**config.mk**
```make
export PLATFORM = sky130hd
export DESIGN_NAME = zrb_fifo_wr_arbiter_flat
export DESIGN_NICKNAME = d
export VERILOG_FILES = /design/src/rtl/zrb_fifo_wr_arbiter_if.sv /design/src/rtl/zrb_fifo_wr_arbiter.sv /design/src/flat_wrapper.sv
export SDC_FILE = /design/constraint.sdc
export NUM_CORES = 1
export LEC_CHECK = 0
export CAP_MARGIN = 20
export CORE_ASPECT_RATIO = 0.75
export CORE_MARGIN = 3
export CORE_UTILIZATION = 45
export DETAILED_ROUTE_END_ITERATION = 7
export PLACE_DENSITY = 0.85
export SLEW_MARGIN = 40
export SYNTH_ARGS = -nofsm -noshare
export SYNTH_HDL_FRONTEND = slang
export SYNTH_SLANG_ARGS = --single-unit
```
**constraint.sdc**
```tcl
create_clock -name wr_clk -period 6.9 [get_ports wr_clk]
set_input_delay 1.38 -clock wr_clk [delete_from_list [all_inputs] [get_ports wr_clk]]
set_output_delay 1.38 -clock wr_clk [all_outputs]
set_load 0.005 [all_outputs]
```
**src/rtl/zrb_fifo_wr_arbiter_if.sv**
```systemverilog
// Write-port bundle shared by the requesters, the arbiter and the FIFO write side.
// master: requesters plus FIFO status; slave: the arbiter.
interface zrb_fifo_wr_arbiter_if #(
  parameter int NUM_REQ    = 4,
  parameter int IDX_WIDTH  = 2,
  parameter int DATA_WIDTH = 8
);
  logic [NUM_REQ-1:0]            req;
  logic [NUM_REQ*DATA_WIDTH-1:0] req_data;
  logic [NUM_REQ-1:0]            ack;
  logic                          fifo_full;
  logic                          fifo_wr_en;
  logic [DATA_WIDTH-1:0]         fifo_data;
  logic [IDX_WIDTH-1:0]          owner;
  logic                          busy;

  modport master (
    output req, req_data, fifo_full,
    input  ack, fifo_wr_en, fifo_data, owner, busy
  );

  modport slave (
    input  req, req_data, fifo_full,
    output ack, fifo_wr_en, fifo_data, owner, busy
  );
endinterface

```
**src/rtl/zrb_fifo_wr_arbiter.sv**
```systemverilog
// Round-robin arbiter sharing the zrb_fifo write port among NUM_REQ requesters.
// Grants bursts of up to MAX_BURST words, gates every write with fifo_full and
// produces ack/wr_en/data combinationally so a request can be written the same cycle.
//
// state | meaning
// IDLE  | scanning requests from r_ptr with wrap; first word of a grant goes out here
// BURST | r_owner holds the port; r_cnt words written so far in this burst
module zrb_fifo_wr_arbiter #(
  parameter int NUM_REQ    = 4,
  parameter int IDX_WIDTH  = 2,
  parameter int DATA_WIDTH = 8,
  parameter int MAX_BURST  = 4
) (
  input logic                  wr_clk,
  input logic                  reset,
  zrb_fifo_wr_arbiter_if.slave bus
);

  // Request vector padded to a power of two so an IDX_WIDTH index never overruns it.
  localparam int PAD = 2 ** IDX_WIDTH;
  localparam int PW  = IDX_WIDTH + 1;

  typedef enum logic {
    IDLE  = 1'b0,
    BURST = 1'b1
  } state_t;

  state_t                r_state, nx_state;
  logic [IDX_WIDTH-1:0]  r_owner, nx_owner;
  logic [IDX_WIDTH-1:0]  r_ptr, nx_ptr;
  logic [7:0]            r_cnt, nx_cnt;
  logic [IDX_WIDTH-1:0]  scan_sel, sel;
  logic                  scan_hit;
  logic [PAD-1:0]        req_pad;
  logic                  xfer;
  logic [DATA_WIDTH-1:0] sel_data;

  function automatic logic [IDX_WIDTH-1:0] next_idx(input logic [IDX_WIDTH-1:0] idx);
    if (idx == IDX_WIDTH'(NUM_REQ - 1)) return '0;
    return idx + IDX_WIDTH'(1);
  endfunction

  assign req_pad = PAD'(bus.req);

  // Find the first pending requester starting at r_ptr, wrapping at NUM_REQ-1.
  always_comb begin
    logic [PW-1:0] pos;
    pos      = '0;
    scan_hit = 1'b0;
    scan_sel = r_ptr;
    for (int k = 0; k < NUM_REQ; k++) begin
      pos = {1'b0, r_ptr} + PW'(k);
      if (pos >= PW'(NUM_REQ)) pos = pos - PW'(NUM_REQ);
      if (!scan_hit && req_pad[pos[IDX_WIDTH-1:0]]) begin
        scan_hit = 1'b1;
        scan_sel = pos[IDX_WIDTH-1:0];
      end
    end
  end

  // A held burst pins the selection; other requesters are ignored until it ends.
  assign sel  = (r_state == BURST) ? r_owner : scan_sel;
  assign xfer = req_pad[sel] & ~bus.fifo_full & ~reset;

  // Word mux for the selected requester.
  always_comb begin
    sel_data = '0;
    for (int i = 0; i < NUM_REQ; i++) begin
      if (sel == IDX_WIDTH'(i)) sel_data = bus.req_data[i*DATA_WIDTH +: DATA_WIDTH];
    end
  end

  // Write-port outputs; everything is forced to zero while reset is high.
  always_comb begin
    bus.ack = '0;
    for (int i = 0; i < NUM_REQ; i++) begin
      if (sel == IDX_WIDTH'(i)) bus.ack[i] = xfer;
    end
    bus.fifo_wr_en = xfer;
    bus.fifo_data  = reset ? '0 : sel_data;
    bus.owner      = reset ? '0 : sel;
    bus.busy       = (r_state == BURST) & ~reset;
  end

  // Next-state logic: start, extend, stall or release a burst.
  always_comb begin
    nx_state = r_state;
    nx_owner = r_owner;
    nx_cnt   = r_cnt;
    nx_ptr   = r_ptr;
    case (r_state)
      IDLE: begin
        if (xfer) begin
          if (MAX_BURST == 1) begin
            nx_ptr = next_idx(sel);
          end else begin
            nx_state = BURST;
            nx_owner = sel;
            nx_cnt   = 8'd1;
          end
        end
      end
      BURST: begin
        if (!req_pad[r_owner]) begin
          // Owner dropped its request: give up the port, costing one idle cycle.
          nx_state = IDLE;
          nx_ptr   = next_idx(r_owner);
        end else if (xfer) begin
          nx_cnt = r_cnt + 8'd1;
          if (nx_cnt == 8'(MAX_BURST)) begin
            nx_state = IDLE;
            nx_ptr   = next_idx(r_owner);
          end
        end
      end
    endcase
  end

  // Arbitration state registers.
  always_ff @(posedge wr_clk or posedge reset) begin
    if (reset) begin
      r_state <= IDLE;
      r_owner <= '0;
      r_cnt   <= '0;
      r_ptr   <= '0;
    end else begin
      r_state <= nx_state;
      r_owner <= nx_owner;
      r_cnt   <= nx_cnt;
      r_ptr   <= nx_ptr;
    end
  end

endmodule

```
**src/flat_wrapper.sv**
```systemverilog
// flat-port wrapper written by rule: the top's interface ports become plain ports
module zrb_fifo_wr_arbiter_flat 
#(
  parameter int NUM_REQ    = 4,
  parameter int IDX_WIDTH  = 2,
  parameter int DATA_WIDTH = 8,
  parameter int MAX_BURST  = 4
)
  (wr_clk, reset, bus_req, bus_req_data, bus_fifo_full, bus_ack, bus_fifo_wr_en, bus_fifo_data, bus_owner, bus_busy);
  zrb_fifo_wr_arbiter_if #(.NUM_REQ(NUM_REQ), .IDX_WIDTH(IDX_WIDTH), .DATA_WIDTH(DATA_WIDTH)) bus_i ();
  input logic wr_clk;
  input logic reset;
  input wire logic [$bits(bus_i.req)-1:0] bus_req;
  input wire logic [$bits(bus_i.req_data)-1:0] bus_req_data;
  input wire logic [$bits(bus_i.fifo_full)-1:0] bus_fifo_full;
  output wire logic [$bits(bus_i.ack)-1:0] bus_ack;
  output wire logic [$bits(bus_i.fifo_wr_en)-1:0] bus_fifo_wr_en;
  output wire logic [$bits(bus_i.fifo_data)-1:0] bus_fifo_data;
  output wire logic [$bits(bus_i.owner)-1:0] bus_owner;
  output wire logic [$bits(bus_i.busy)-1:0] bus_busy;
  assign bus_i.req = bus_req;
  assign bus_i.req_data = bus_req_data;
  assign bus_i.fifo_full = bus_fifo_full;
  assign bus_ack = bus_i.ack;
  assign bus_fifo_wr_en = bus_i.fifo_wr_en;
  assign bus_fifo_data = bus_i.fifo_data;
  assign bus_owner = bus_i.owner;
  assign bus_busy = bus_i.busy;
  zrb_fifo_wr_arbiter #(.NUM_REQ(NUM_REQ), .IDX_WIDTH(IDX_WIDTH), .DATA_WIDTH(DATA_WIDTH), .MAX_BURST(MAX_BURST)) u_core (.wr_clk(wr_clk), .reset(reset), .bus(bus_i));
endmodule
```
* Word-level counts from Yosys, hierarchy flattened *
Cells that the tools add are included.

storage, ports and cells
  register bits after elaboration = 13
  input bits = 39
  output and inout bits = 16
  word-level logic and storage cells = 105

cells by class
  $add $sub $neg = 9
  order comparisons = 10
  eq/ne operators = 10
  mux-type cells = 56
  bitwise logic cells = 6
  reductions and logical operators = 10

operators by type and width
  cell                   count
  $mux W8                8
  $mux W2                16
  $mux W1                24
  $lt A2 B3 Y1 const B   6
  $pmux W8 S2            1
  $bmux W1 S2            6
  $ne A2 B2 Y1 const B   5
  $ge A3 B3 Y1 const B   3
  $add A8 B1 Y8 const B  1
  $eq A8 B3 Y1 const B   1
  $sub A2 B1 Y2 const B  4
  $add A2 B2 Y3 const B  2
  $eq A2 B2 Y1 const B   3
  $reduce_and A3 Y1      2
  $add A2 B1 Y3 const B  1
  $and A1 B1 Y1          3
  $ge A2 B3 Y1 const B   1
  $logic_and A1 B1 Y1    3
  $logic_not A1 Y1       3
  $not A1 Y1             3
  $add A2 B1 Y2 const B  1
  $eq A2 B1 Y1 const B   1
  $logic_not A2 Y1       1
  $pmux W1 S2            1
  $reduce_and A2 Y1      1

* Logic depth before layout (Yosys ltp) *
  depth in word-level cells = 26
  gate-level depth with buffers = 9
  mapped depth without buffers = 7

* Worst setup path before layout *
No wires, ideal clock.

  kind = input to output
  from = in bus_req[2]
  to = out bus_fifo_data[0]
  arrival time = 2.976 ns
  data required time = 5.520 ns
  path slack = 2.544 ns
  stages on the path = 7
  buffers on the path = 1
  cells stage by stage = or3_1 > nand4b_1 > nand3_1 > o21ai_0 > buf_4 > mux4_2 > and2_1

on the way
  longest elaborated chain between the ends = 19
  elaborated cells on any way between the ends = 31
  those cells by class = eq/ne (3); mux (21); reduce/logical (7)

ends and longest elaborated chain
  what                           RTL line                   source
  start, declared                flat_wrapper.sv:13         input wire logic [$bits(bus_i.req)-1:0] bus_req;
  $bmux W1 S2                    zrb_fifo_wr_arbiter.sv:54  if (!scan_hit && req_pad[pos[IDX_WIDTH-1:0]]) begin
  $mux W1 (not written as such)  zrb_fifo_wr_arbiter.sv:54
  $mux W1                        zrb_fifo_wr_arbiter.sv:54
  $logic_not A1 Y1               zrb_fifo_wr_arbiter.sv:54
  $logic_and A1 B1 Y1            zrb_fifo_wr_arbiter.sv:54
  $mux W1                        zrb_fifo_wr_arbiter.sv:54
  $logic_not A1 Y1               zrb_fifo_wr_arbiter.sv:54
  $logic_and A1 B1 Y1            zrb_fifo_wr_arbiter.sv:54
  $mux W1                        zrb_fifo_wr_arbiter.sv:54
  $logic_not A1 Y1               zrb_fifo_wr_arbiter.sv:54
  $logic_and A1 B1 Y1            zrb_fifo_wr_arbiter.sv:54
  $mux W2 (*)                    zrb_fifo_wr_arbiter.sv:54
  $mux W2 (*)                    zrb_fifo_wr_arbiter.sv:62  assign sel = (r_state == BURST) ? r_owner : scan_sel;
  $logic_not A2 Y1               zrb_fifo_wr_arbiter.sv:69  if (sel == IDX_WIDTH'(i)) sel_data = bus.req_data[i*DATA_WIDTH +: DATA_WIDTH];
  $mux W8 (3 in a row)           zrb_fifo_wr_arbiter.sv:69
  $mux W8 (*)                    zrb_fifo_wr_arbiter.sv:69
  $mux W8 (*)                    zrb_fifo_wr_arbiter.sv:80  bus.fifo_data = reset ? '0 : sel_data;
  end, declared                  flat_wrapper.sv:18         output wire logic [$bits(bus_i.fifo_data)-1:0] bus_fifo_data;

Every way passes the cells marked *; elsewhere a longest branch is shown, timed or not. The select of a mux whose other input is x is not followed.

* Worst setup path after layout *
  from = in bus_req[2]
  to = out bus_fifo_data[6]

Same word-level chain as after synthesis.

==> out/results.ini <==
[outcome]
outcome = finished clean

[floorplan]
die_w_um = 66.7
rows = 15
core-area_um2 = 2460
die_h_um = 51.5
start_util_pct = 50.5
die_area_um2 = 3430
ioPinCount = 55

[power_and_ir_drop]
finalPower_mw = 0.628
p_per_area_nw_per_um2 = 346
p_leak_nw = 0.684
ir_drop_mv = 0.207

[timing]
slew_headroom_pct = 52.0
rsz0062_at_grt = no
hold_viol = 0
tns_ns = 0
clock_skew_ns = 0.00352
slew_viol_final = 0
setup_viol = 0
fin_crit_ns = 5.56
worst_pin_slew_ns = 0.719
fmax_ghz = 0.180
fin_crit_sh_pct = 80.6

[clock_tree]
tritoncts = built
ctsRootBufferMaster = clkbuf_8
cts_resized = 0
clk_pin_slew_ns = 0.06
cts-hold-fix-buffers = 0
numCtsBuffers = 3
cts_buffer_depth = 2
htreeDepth = 1
worstSkewPairLatency_ns = 0.25
post_cts_buffers = 0
cts.sink_count = 13

[drt]
vias = 1294
routed_wl_mm = 4.01
drc = 0
avgViaCountPerCell = 5.99
dr.pass1.iters = 5
ant_nets = 0
drtIter0Drc = 82
avgRoutedWirePerCell_um = 18.6

[logic_synthesis]
synth_top_area_cell = dfrtp_1
ys.flop_type = dfrtp_1
syn_area_per_cell_um2 = 9.48
yosysTopAreaCellShare_pct = 26.2
synth-async-reset-ratio_pct = 100
synth_edf_count = 0
synthesis.nets = 172
syn-instance-count = 131
synthTopCellsByCount = dfrtp_1 (13), nand2_1 (11), and2_1 (9), mux4_2 (9), nor2_1 (9)
ys_ff_latch = 13
yosys_warnings = 0
synth_area_leaders = dfrtp_1 (26%), mux4_2 (16%), and2_1 (4.5%)
yosys.cell_types.count = 47
synthMostInstantiatedCell = dfrtp_1
syn_area_um2 = 1240
synth_seq_area_share_pct = 26.2

[worst_setup_path]
critical_path_class = input pin to output pin
r2r_end = u_core.r_owner[1]
cp.arrival_ns = 4.18
crit_end = bus_fifo_data[6]
rrSetupSlack_ns = 4.19
critPathRequiredTime_ns = 5.52
reg2reg_from = u_core.r_state
endpoint_kind = output pin
reg2reg_depth = 6
crit_path_start = bus_req[2]
critPathMaxFanout = 9
critPathLaunchType = input pin

[finish]
syn_to_final_growth_pct = 45.9
nets = 224
n_fill_cell = 193
drive_gt1_share_pct = 11.5
num_antenna_cells = 0

[global_routing]
grt_usage_pct = 25.9
grt_max_degree = 23
grt_overflow = 0
grt_antenna_before_repair = 0
grt_pass1_wl_mm = 6.60
grt_pass1_vias = 1314

[hold_path]
hold_path_class = register to register
hp-start = u_core.r_cnt[7]

[placed_design]
gp_congestion = 0.921
dp_hpwl_mm = 3.19
io_buffers = 54

[flow_run]
maxCapViolations = 0

registers in the layout, summed over array words and instances (netlist names):
name	flops
u_core.r_cnt	8
u_core.r_owner	2
u_core.r_ptr	2
u_core.r_state	1
where the power goes:
group	leakage (nW)	internal, mW	switching (mW)	total (mW)
sequential	0.163	0.105	0.0604	0.166
clock	0.0228	0.0409	0.0296	0.0705
combinational	0.498	0.218	0.174	0.391
total	0.684	0.364	0.264	0.628
per-stage QoR:
stage | std cells | hold WS (ns) | instance area (um^2) | setup WS, ns | util, %
finish | 216 | 0.521 | 1810 | 1.34 | 73.7
global route | 216 | 0.562 | 1810 | 1.20 | 73.7
CTS | 216 | 0.520 | 1810 | 1.35 | 73.7
detailed placement | 212 | 0.509 | 1770 | 1.35 | 71.9
global placement | 212 | 0.493 | 1760 | 1.15 | 71.8
floorplan | 131 | 0.469 | 1240 | 2.54 | -
critical path, stage by stage:
cell             delay (ns)
clkdlybuf4s50_1        0.51
nor2b_1                0.19
o21a_1                 0.22
or3_4                  0.43
o21ai_2                0.43
mux4_2                 0.38
and2_1                 0.18
clkdlybuf4s50_1        0.46
worst min path at each step:
stage                     cells after the start               to  slack (ns)
after CTS                                     1  u_core.r_cnt[7]        0.52
after detailed placement                      1  u_core.r_cnt[7]        0.51
after floorplan                               2  u_core.r_cnt[1]        0.47
final                                         1  u_core.r_cnt[7]        0.52
after global routing                          1  u_core.r_cnt[6]        0.56
after global placement                        1  u_core.r_cnt[7]        0.49
cell usage in the layout, fill, tap and decap left out, types with 4 or more instances in the layout:
master | Yosys | final
and3_1 | 4 | 4
nand2_1 | 11 | 11
dfrtp_1 | 13 | 13
nor2_1 | 9 | 9
nand3_1 | 6 | 6
o21ai_0 | 7 | 6
clkdlybuf4s50_1 | 0 | 54
o21ai_2 | 3 | 4
a21oi_1 | 4 | 4
mux4_2 | 9 | 9
nor3_1 | 4 | 4
and2_1 | 9 | 9
cell families after synthesis:
family | share of synthesized area, %
AND/OR/NAND/NOR | 27.6
flip-flops | 26.2
adder cells (fa/ha/maj) | 2.01
AO/OA/AOI/OAI | 21.2
buffers and inverters | 5.84
multiplexers | 17.2
per-layer routing:
| metal | vias up | global-route usage [%] | share of wire, % |
|---|---|---|---|
| met4 | 0 | 5.41 | 0.67 |
| met3 | 2 | 4.75 | 6.5 |
| li1 | 610 | - | - |
| met1 | 627 | 33.9 | 40 |
| met5 | - | 0 | 0 |
| met2 | 55 | 44.7 | 52 |
layout make-up:
| class | count | area (um^2) | area share [%] |
|---|---|---|---|
| Tap cell | 34 | 42.5 | 2.35 |
| Sequential cell | 13 | 325 | 17.9 |
| Multi-Input combinational cell | 108 | 848 | 46.8 |
| Inverter | 3 | 11.3 | 0.621 |
| Clock buffer | 4 | 45.0 | 2.48 |
| Timing Repair Buffer | 54 | 541 | 29.8 |
Power figures use the tool's default switching activity.
